--- src/rtl/ysyx_23060184_lsu_axi_pkg.sv ---
// Shared widths, size/response encodings and FSM state type for the LSU AXI4-Lite master.
package ysyx_23060184_lsu_axi_pkg;
    localparam int DATA_WIDTH   = 32;
    localparam int WMASK_LENGTH = 4;
    localparam int ACERR_WIDTH  = 2;

    localparam logic [1:0] SZ_B = 2'b00;
    localparam logic [1:0] SZ_H = 2'b01;
    localparam logic [1:0] SZ_W = 2'b10;

    localparam logic [ACERR_WIDTH-1:0] RESP_OKAY = 2'b00;

    typedef enum logic [2:0] {
        ST_IDLE,
        ST_AR,
        ST_R,
        ST_AWW,
        ST_B,
        ST_RESP
    } lsu_state_e;
endpackage

--- src/rtl/ysyx_23060184_lsu_lane.sv ---
// Byte-lane steering: store strobe/data replication, load extract and extend, misalign detect.
module ysyx_23060184_lsu_lane
    import ysyx_23060184_lsu_axi_pkg::*;
(
    input  logic [1:0]              size,
    input  logic                    sign_ext,
    input  logic [1:0]              off,
    input  logic [DATA_WIDTH-1:0]   st_data,
    input  logic [DATA_WIDTH-1:0]   ld_raw,
    output logic [WMASK_LENGTH-1:0] wstrb,
    output logic [DATA_WIDTH-1:0]   wdata,
    output logic [DATA_WIDTH-1:0]   ld_data,
    output logic                    misalign
);
    logic [DATA_WIDTH-1:0] shifted;

    always_comb begin
        shifted  = ld_raw >> {off, 3'b000};
        wstrb    = 4'hF;
        wdata    = st_data;
        ld_data  = ld_raw;
        misalign = 1'b0;
        case (size)
            SZ_B: begin
                wstrb   = 4'b0001 << off;
                wdata   = {4{st_data[7:0]}};
                ld_data = {{24{sign_ext & shifted[7]}}, shifted[7:0]};
            end
            SZ_H: begin
                wstrb    = 4'b0011 << off;
                wdata    = {2{st_data[15:0]}};
                ld_data  = {{16{sign_ext & shifted[15]}}, shifted[15:0]};
                misalign = off[0];
            end
            SZ_W:    misalign = |off;
            default: misalign = 1'b1;  // size 11 is illegal
        endcase
    end
endmodule

--- src/rtl/ysyx_23060184_lsu_axi.sv ---
// LSU AXI4-Lite master: one outstanding load (AR/R) or store (AW+W/B), result held in RESP.
//  state   | meaning
//  IDLE    | accepting a request from EXU
//  AR      | read address presented
//  R       | waiting for read data
//  AWW     | write address and data presented, each retires on its own handshake
//  B       | waiting for write response
//  RESP    | result held for WBU until resp_ready
module ysyx_23060184_lsu_axi
    import ysyx_23060184_lsu_axi_pkg::*;
(
    input  logic                    clk,
    input  logic                    rstn,
    input  logic                    req_valid,
    output logic                    req_ready,
    input  logic                    req_wen,
    input  logic [1:0]              req_size,
    input  logic                    req_signed,
    input  logic [DATA_WIDTH-1:0]   req_addr,
    input  logic [DATA_WIDTH-1:0]   req_wdata,
    output logic                    resp_valid,
    input  logic                    resp_ready,
    output logic [DATA_WIDTH-1:0]   resp_rdata,
    output logic                    resp_err,
    output logic [DATA_WIDTH-1:0]   araddr,
    output logic                    arvalid,
    input  logic                    arready,
    input  logic [DATA_WIDTH-1:0]   rdata,
    input  logic [ACERR_WIDTH-1:0]  rresp,
    input  logic                    rvalid,
    output logic                    rready,
    output logic [DATA_WIDTH-1:0]   awaddr,
    output logic                    awvalid,
    input  logic                    awready,
    output logic [DATA_WIDTH-1:0]   wdata,
    output logic [WMASK_LENGTH-1:0] wstrb,
    output logic                    wvalid,
    input  logic                    wready,
    input  logic [ACERR_WIDTH-1:0]  bresp,
    input  logic                    bvalid,
    output logic                    bready
);
    lsu_state_e            state, state_nxt;
    logic                  wen_q, signed_q, aw_done, w_done;
    logic [1:0]            size_q;
    logic [DATA_WIDTH-1:0] addr_q, wdata_q, ld_data;
    logic                  misalign, is_idle, aw_fin, w_fin;

    assign is_idle = (state == ST_IDLE);
    assign aw_fin  = aw_done | (awvalid & awready);
    assign w_fin   = w_done | (wvalid & wready);
    assign araddr  = addr_q;
    assign awaddr  = addr_q;

    // In IDLE the lane checks the incoming request; afterwards it works on the captured one.
    ysyx_23060184_lsu_lane u_lane (
        .size     (is_idle ? req_size : size_q),
        .sign_ext (signed_q),
        .off      (is_idle ? req_addr[1:0] : addr_q[1:0]),
        .st_data  (wdata_q),
        .ld_raw   (rdata),
        .wstrb    (wstrb),
        .wdata    (wdata),
        .ld_data  (ld_data),
        .misalign (misalign)
    );

    always_ff @(posedge clk or negedge rstn) begin
        if (!rstn) state <= ST_IDLE;
        else       state <= state_nxt;
    end

    always_comb begin
        state_nxt  = state;
        req_ready  = 1'b0;
        arvalid    = 1'b0;
        rready     = 1'b0;
        awvalid    = 1'b0;
        wvalid     = 1'b0;
        bready     = 1'b0;
        resp_valid = 1'b0;
        case (state)
            ST_IDLE: begin
                req_ready = 1'b1;
                if (req_valid) state_nxt = misalign ? ST_RESP : (req_wen ? ST_AWW : ST_AR);
            end
            ST_AR: begin
                arvalid = 1'b1;
                if (arready) state_nxt = ST_R;
            end
            ST_R: begin
                rready = 1'b1;
                if (rvalid) state_nxt = ST_RESP;
            end
            ST_AWW: begin
                awvalid = ~aw_done;
                wvalid  = ~w_done;
                if (aw_fin && w_fin) state_nxt = ST_B;
            end
            ST_B: begin
                bready = 1'b1;
                if (bvalid) state_nxt = ST_RESP;
            end
            ST_RESP: begin
                resp_valid = 1'b1;
                if (resp_ready) state_nxt = ST_IDLE;
            end
            default: state_nxt = ST_IDLE;
        endcase
    end

    always_ff @(posedge clk or negedge rstn) begin
        if (!rstn) begin
            wen_q      <= 1'b0;
            signed_q   <= 1'b0;
            size_q     <= 2'b00;
            addr_q     <= '0;
            wdata_q    <= '0;
            aw_done    <= 1'b0;
            w_done     <= 1'b0;
            resp_err   <= 1'b0;
            resp_rdata <= '0;
        end else begin
            case (state)
                ST_IDLE: if (req_valid) begin
                    wen_q    <= req_wen;
                    signed_q <= req_signed;
                    size_q   <= req_size;
                    addr_q   <= req_addr;
                    wdata_q  <= req_wdata;
                    aw_done  <= 1'b0;
                    w_done   <= 1'b0;
                    if (misalign) begin
                        resp_err   <= 1'b1;
                        resp_rdata <= '0;
                    end
                end
                ST_R: if (rvalid) begin
                    resp_err   <= (rresp != RESP_OKAY);
                    resp_rdata <= (rresp != RESP_OKAY) ? '0 : ld_data;
                end
                ST_AWW: begin
                    if (awvalid && awready) aw_done <= 1'b1;
                    if (wvalid && wready)   w_done  <= 1'b1;
                end
                ST_B: if (bvalid) begin
                    resp_err   <= (bresp != RESP_OKAY);
                    resp_rdata <= '0;
                end
                default: ;
            endcase
        end
    end
endmodule
--- config.mk ---
export PLATFORM = sky130hd
export DESIGN_NAME = ysyx_23060184_lsu_axi
export DESIGN_NICKNAME = d
export VERILOG_FILES = /design/src/rtl/ysyx_23060184_lsu_axi_pkg.sv /design/src/rtl/ysyx_23060184_lsu_lane.sv /design/src/rtl/ysyx_23060184_lsu_axi.sv
export SDC_FILE = /design/constraint.sdc
export NUM_CORES = 1
export LEC_CHECK = 0
export ABC_CLOCK_PERIOD_IN_PS = 4000
export CORE_ASPECT_RATIO = 1.25
export CORE_MARGIN = 8
export CORE_UTILIZATION = 46
export DETAILED_ROUTE_END_ITERATION = 8
export PLACE_DENSITY_LB_ADDON = 0.15
export SYNTH_ARGS = -nofsm -noshare
export SYNTH_HDL_FRONTEND = slang
export SYNTH_SLANG_ARGS = --single-unit
--- constraint.sdc ---
create_clock -name clk -period 4 [get_ports clk]
set_input_delay 0.8 -clock clk [delete_from_list [all_inputs] [get_ports clk]]
set_output_delay 0.8 -clock clk [all_outputs]
set_load 0.01 [all_outputs]
# Word level (Yosys, flattened, before mapping)
# Index checks and enable logic that the tools add are counted.
[word_totals]
reg_bits = 105
latchBits = 0
ram_bits = 0
rom_bits = 0
output_inout_bits = 140
elab_cells = 89
mem_count = 0
[classes]
addsub = 0
multipliers = 0
div_mod_pow = 0
magnitude_cmp = 0
eq_ne = 16
n_shift = 3
mux = 38
bitwise = 8
n_reduce_logical = 15
[op_table]
columns = ["op", "n"]
rows = [
  ["$mux W32", 5],
  ["$pmux W32 S2", 2],
  ["$pmux W32 S3", 1],
  ["$shr A32 B5 Y16", 1],
  ["$mux W3", 7],
  ["$ne A2 B2 Y1 const B", 9],
  ["$pmux W3 S6", 1],
  ["$mux W1", 14],
  ["$pmux W4 S2", 1],
  ["$eq A3 B2 Y1 const B", 2],
  ["$eq A3 B3 Y1 const B", 2],
  ["$mux W2", 3],
  ["$pmux W1 S3", 2],
  ["$reduce_and A3 Y1", 2],
  ["$reduce_and A6 Y1", 1],
  ["$reduce_bool A2 Y1", 3],
  ["$reduce_and A5 Y1", 1],
  ["$and A1 B1 Y1", 4],
  ["$pmux W1 S2", 2],
  ["$shl A1 B2 Y4 const A", 1],
  ["$shl A2 B2 Y4 const A", 1],
  ["$eq A3 B1 Y1 const B", 1],
  ["$logic_and A1 B1 Y1", 3],
  ["$logic_not A3 Y1", 1],
  ["other kinds (8)", 10],
]

# Logic depth before layout (Yosys ltp)
[depth]
word_depth = 8
ltp_mapped = 8
mapped_depth_nobuf = 6

# Cells and area by module
# From an unflattened synthesis, not the netlist that was laid out.
[hier_totals]
hier_cells = 563
hier_area_um2 = 5983.2
[modules_own_cells]
columns = ["module", "n_inst", "cells_each", "area_per_inst_um2", "seq_area_each_um2"]
rows = [
  ["ysyx_23060184_lsu_axi", 1, 370, 4690.7, 2627.5],
  ["ysyx_23060184_lsu_lane", 1, 193, 1292.5, 0.0],
]

# Worst setup path before layout
# No wires, ideal clock.
[synth_path]
path_type = "in2out"
start = "in req_size[1]"
end = "out wdata[16]"
arrival_ps = 1966
required_time_ps = 3200
path_slack_ps = 1234
cell_stages = 4
n_path_buf = 2
path_cell_list = "clkbuf_1 -> mux2i_1 -> clkbuf_1 -> mux2_2"
[synth_via]
elab_chain_cells = 3
elab_cells_between_ends = 4
classes_between = "eq/ne (1); mux (2); reduce/logical (1)"
[synth_rtl]
columns = ["element", "line_no", "rtl"]
rows = [
  ["start: declaration", "ysyx_23060184_lsu_axi.sv:17", "input logic [1:0] req_size,"],
  ["$mux W2 (*)", "ysyx_23060184_lsu_axi.sv:57", ".size (is_idle ? req_size : size_q),"],
  ["$eq A2 B1 Y1 or $logic_not A2 Y1 (tied branches)", "ysyx_23060184_lsu_lane.sv:23", "case (size)"],
  ["$pmux W32 S2 (*)", "ysyx_23060184_lsu_lane.sv:23", ""],
  ["end: declaration", "ysyx_23060184_lsu_axi.sv:35", "output logic [DATA_WIDTH-1:0] wdata,"],
]
# Mark *: on every way between the ends. The rest lies on a longest branch, timed or not.

# Worst setup path in the final report
[layout_path]
start = "reg state[1]"
end = "out wdata[23]"
[layout_via]
elab_chain_cells = 4
elab_cells_between_ends = 5
classes_between = "eq/ne (1); mux (2); reduce/logical (2)"
[layout_rtl]
columns = ["element", "line_no", "rtl"]
rows = [
  ["start: declaration", "ysyx_23060184_lsu_axi.sv:43", "lsu_state_e state, state_nxt;"],
  ["start signal: assignment", "ysyx_23060184_lsu_axi.sv:70", "else state <= state_nxt;"],
  ["$logic_not A3 Y1 (*)", "ysyx_23060184_lsu_axi.sv:49", "assign is_idle = (state == ST_IDLE);"],
  ["$mux W2 (*)", "ysyx_23060184_lsu_axi.sv:57", ""],
  ["$eq A2 B1 Y1 or $logic_not A2 Y1 (tied branches)", "ysyx_23060184_lsu_lane.sv:23", ""],
  ["$pmux W32 S2 (*)", "ysyx_23060184_lsu_lane.sv:23", ""],
]
# Marks and branches as above.

==> run metrics <==
Slew Limit Fails 0; cell family with most CP delay buffers and inverters; area grow syn2layout 45.3%; DRT Wirelength approximately 18,000 microns; syn nets approximately 630; Rows 45; LEAKAGE roughly 3.5 nW; hold slack 493 ps; max_slew headroom between 30% and 40%; Multi-input gate area approximately 2600 sq um; pre-CTS setup slack about 430 ps; post-CTS setup buffer count 0; Synth Cell Area between 5000 and 6000 sq um; Worst-Margin Slew 1040 ps; Die ar. between 15,000 and 20,000 sq um; H-tree depth 3; power after layout just under 7 mW; sequential area share after synthesis approximately 46%; Mapped Cells around 500; # diodes 0; CTS Buffer Depth 2; clk root buf clkbuf_16; 1st-pass router iterations 4; Internal Power 4.26 mW; power share of the combinational group about three fifths; final core utilization between 60 and 70%; CP Capture Type output pin; Port Buffer Count approximately 250; first-pass GRT wire length 28,400 microns; flop and latch count out of synthesis between 100 and 150; fmax 258 MHz; Yosys top cell by area dfrtp_1; total core area ~12,000 sq um; synth unique cells 52; Die X-Extent 116 microns; max-cap violations 0; worst-path cell chain or3_4, inv_4, mux2i_4, buf_12, mux2_2, clkdlybuf4s50_1; Total Nets Final between 800 and 900; post-route ant nets 0; Synth area leaders dfrtp_1 (46%), mux2_2 (17%), buf_4 (5.6%), mux2i_1 (4.9%), nand3_1 (3.0%); sw frac between 30% and 40%; CTS Sinks roughly 110; Post-Route Setup TNS 0 ps; Die Ht approximately 140 microns; HPWL after detailed placement roughly 14,000 microns; register area 2630 sq um; Hold Violations, Final 0; Cell Pwr Density 819 nW/um^2; routed vias between 4,000 and 5,000; crit path max fanout 38; Layout fillers a little under 1,000; Sequential Power Share approximately 28%; Buf+Inv Stages, Crit Path 3; PnR worst setup slack about 120 ps; Initial Utilization between 40% and 50%; Post-synth ARST share 100%; cts-stage hold buffer count 0; overall global routing resource usage about 22%; Post-synth top flop dfrtp_1; Mean Syn Cell Area around 11 sq um; Final min period just under 4000 ps; peak supply drop approximately 0.62 mV; antenna violations before repair 0; post-DR wirelength/cell 20.7 microns; vias per cell 5.41; Starting DRT DRC Count about 240; total global routing overflow 0; WS Path Type register to output pin; Yosys top cell area share 45.7%; Req. time, crit path 3200 ps; Min-Delay Path Class register to register; P_sw between 2 and 3 mW; clock power share between 10% and 20%; TritonCTS clock tree done; number of CTS-inserted buffers 9; RSZ-0062 raised after global routing false; worst-case clock skew 8.49 ps; clock-pin slew on the worst setup and hold paths 70 ps; data arrival time of the worst path between 3000 and 4000 ps; Startpoint Class register; drc violations 0; Max stage delay on crit path 560 ps; Final Cycle Share between 90% and 100%; cts repair resizes 0; reg-to-reg slack, setup about 1200 ps; RePlAce Congestion 0.873; Skew-Pair Late Insertion Delay 350 ps; io pins 253; number of flops mapped to enable cells by yosys 0; synth warn 0; layout cells sized above 1 a little under a fifth; run status complete, no violations; largest net degree at the start of global routing 82; Finish-stage setup viols 0; vias in the first global route ~5,200; Critical-path top delay cell or3_4
## per-stage QoR
| stage | cells | area, sq um |
|---|---|---|
| after CTS | 883 | 8360 |
| after global routing | 883 | 8360 |
| final | 883 | 8360 |
| after detailed placement | 867 | 8070 |
| after floorplan | 514 | 5750 |
| after global placement | 867 | 8070 |
## worst paths after layout
kind / start / end / cells after the start
setup / recovery: state[1] / wdata[23] / 6
setup reg to reg: state[1] / wdata_q[1] / 5
min in group asynchronous: rstn / araddr[5] / 1
hold / removal: resp_err / resp_err / 2
max in group asynchronous: rstn / wdata_q[7] / 2
hold reg to reg: resp_err / resp_err / 2
## synthesized netlist by cell type, types with 2 or more instances
master,n
dfrtp_1,105
mux2_2,85
buf_4,43
nand3_1,34
nand2_1,32
mux2i_1,28
nor2_1,28
o21ai_0,19
a21oi_1,16
buf_2,13
a221oi_1,8
a2bb2oi_1,8
clkbuf_1,8
a22o_1,7
a22oi_1,7
buf_6,7
nand2b_1,6
nor2b_1,6
o21ai_1,5
nor3b_1,4
and2_1,3
inv_1,3
a21o_1,2
clkbuf_2,2
mux2_4,2
mux4_2,2
nand3b_1,2
nand4b_1,2
o21a_1,2
o21bai_1,2
o31ai_1,2
## placed cells by master (no fill, tap or decap), types with 3 or more instances in the layout
cell type        instances
o21ai_0                 19
nor3b_1                  4
dfrtp_1                105
nor2b_1                  6
clkbuf_16                9
a21oi_1                 16
inv_1                    3
mux2i_1                 27
nand3_1                 34
nor2_1                  28
a221oi_1                 8
mux2_2                  85
nand2_1                 32
a22oi_1                  7
a22o_1                   7
nand2b_1                 6
a2bb2oi_1                8
buf_4                   11
o21ai_1                  5
clkdlybuf4s50_1        251
## sequential cells by signal, indices dropped and copies added (netlist names)
name and count:
wdata_q 32, state 3, size_q 2, w_done 1, resp_rdata 32, aw_done 1
resp_err 1, signed_q 1, araddr 32
## routing by layer
metal / GRT usage, % / wire length [microns] / vias up
met4: 8.08 / 414 / 0
met3: 7.95 / 1610 / 32
met1: 24.2 / 6830 / 2331
met5: 0 / 0 / -
li1: - / - / 2212
met2: 38.9 / 9430 / 203
## power by group through the flow
stage          clock network, mW  registers, mW  logic, mW
5_1_grt                    0.913           1.98       4.35
4_1_cts                    0.865           1.92       4.13
2_1_floorplan                  0           1.89       2.34
3_3_place_gp                   0           1.91       4.03
3_5_place_dp                   0           1.93       4.09
6_report                   0.847           1.91       4.09
## tightest hold or removal path, stage by stage (launching register included)
cell and delay (ps):
dfrtp_1 350, nand2_1 50, o31ai_1 50
## final cells by class
type                    instances  share of cell area (%)
clock buffers                  11                    2.91
clock inverters                 5                   0.464
inverters                       4                   0.210
multi-input cells             330                    31.0
flip-flops and latches        105                    31.4
well taps                     164                    2.46
repair buffers                264                    31.5
## cell families (layout without fill, tap and decap cells)
kind of cell | count (synthesis) | in the layout | synth area share [%]
compound gates | 87 | 87 | 10.7
buf+inv | 79 | 284 | 9.51
flops | 105 | 105 | 45.7
mux | 119 | 119 | 23.5
simple gates | 124 | 124 | 10.6
Power figures use the tool's default switching activity.
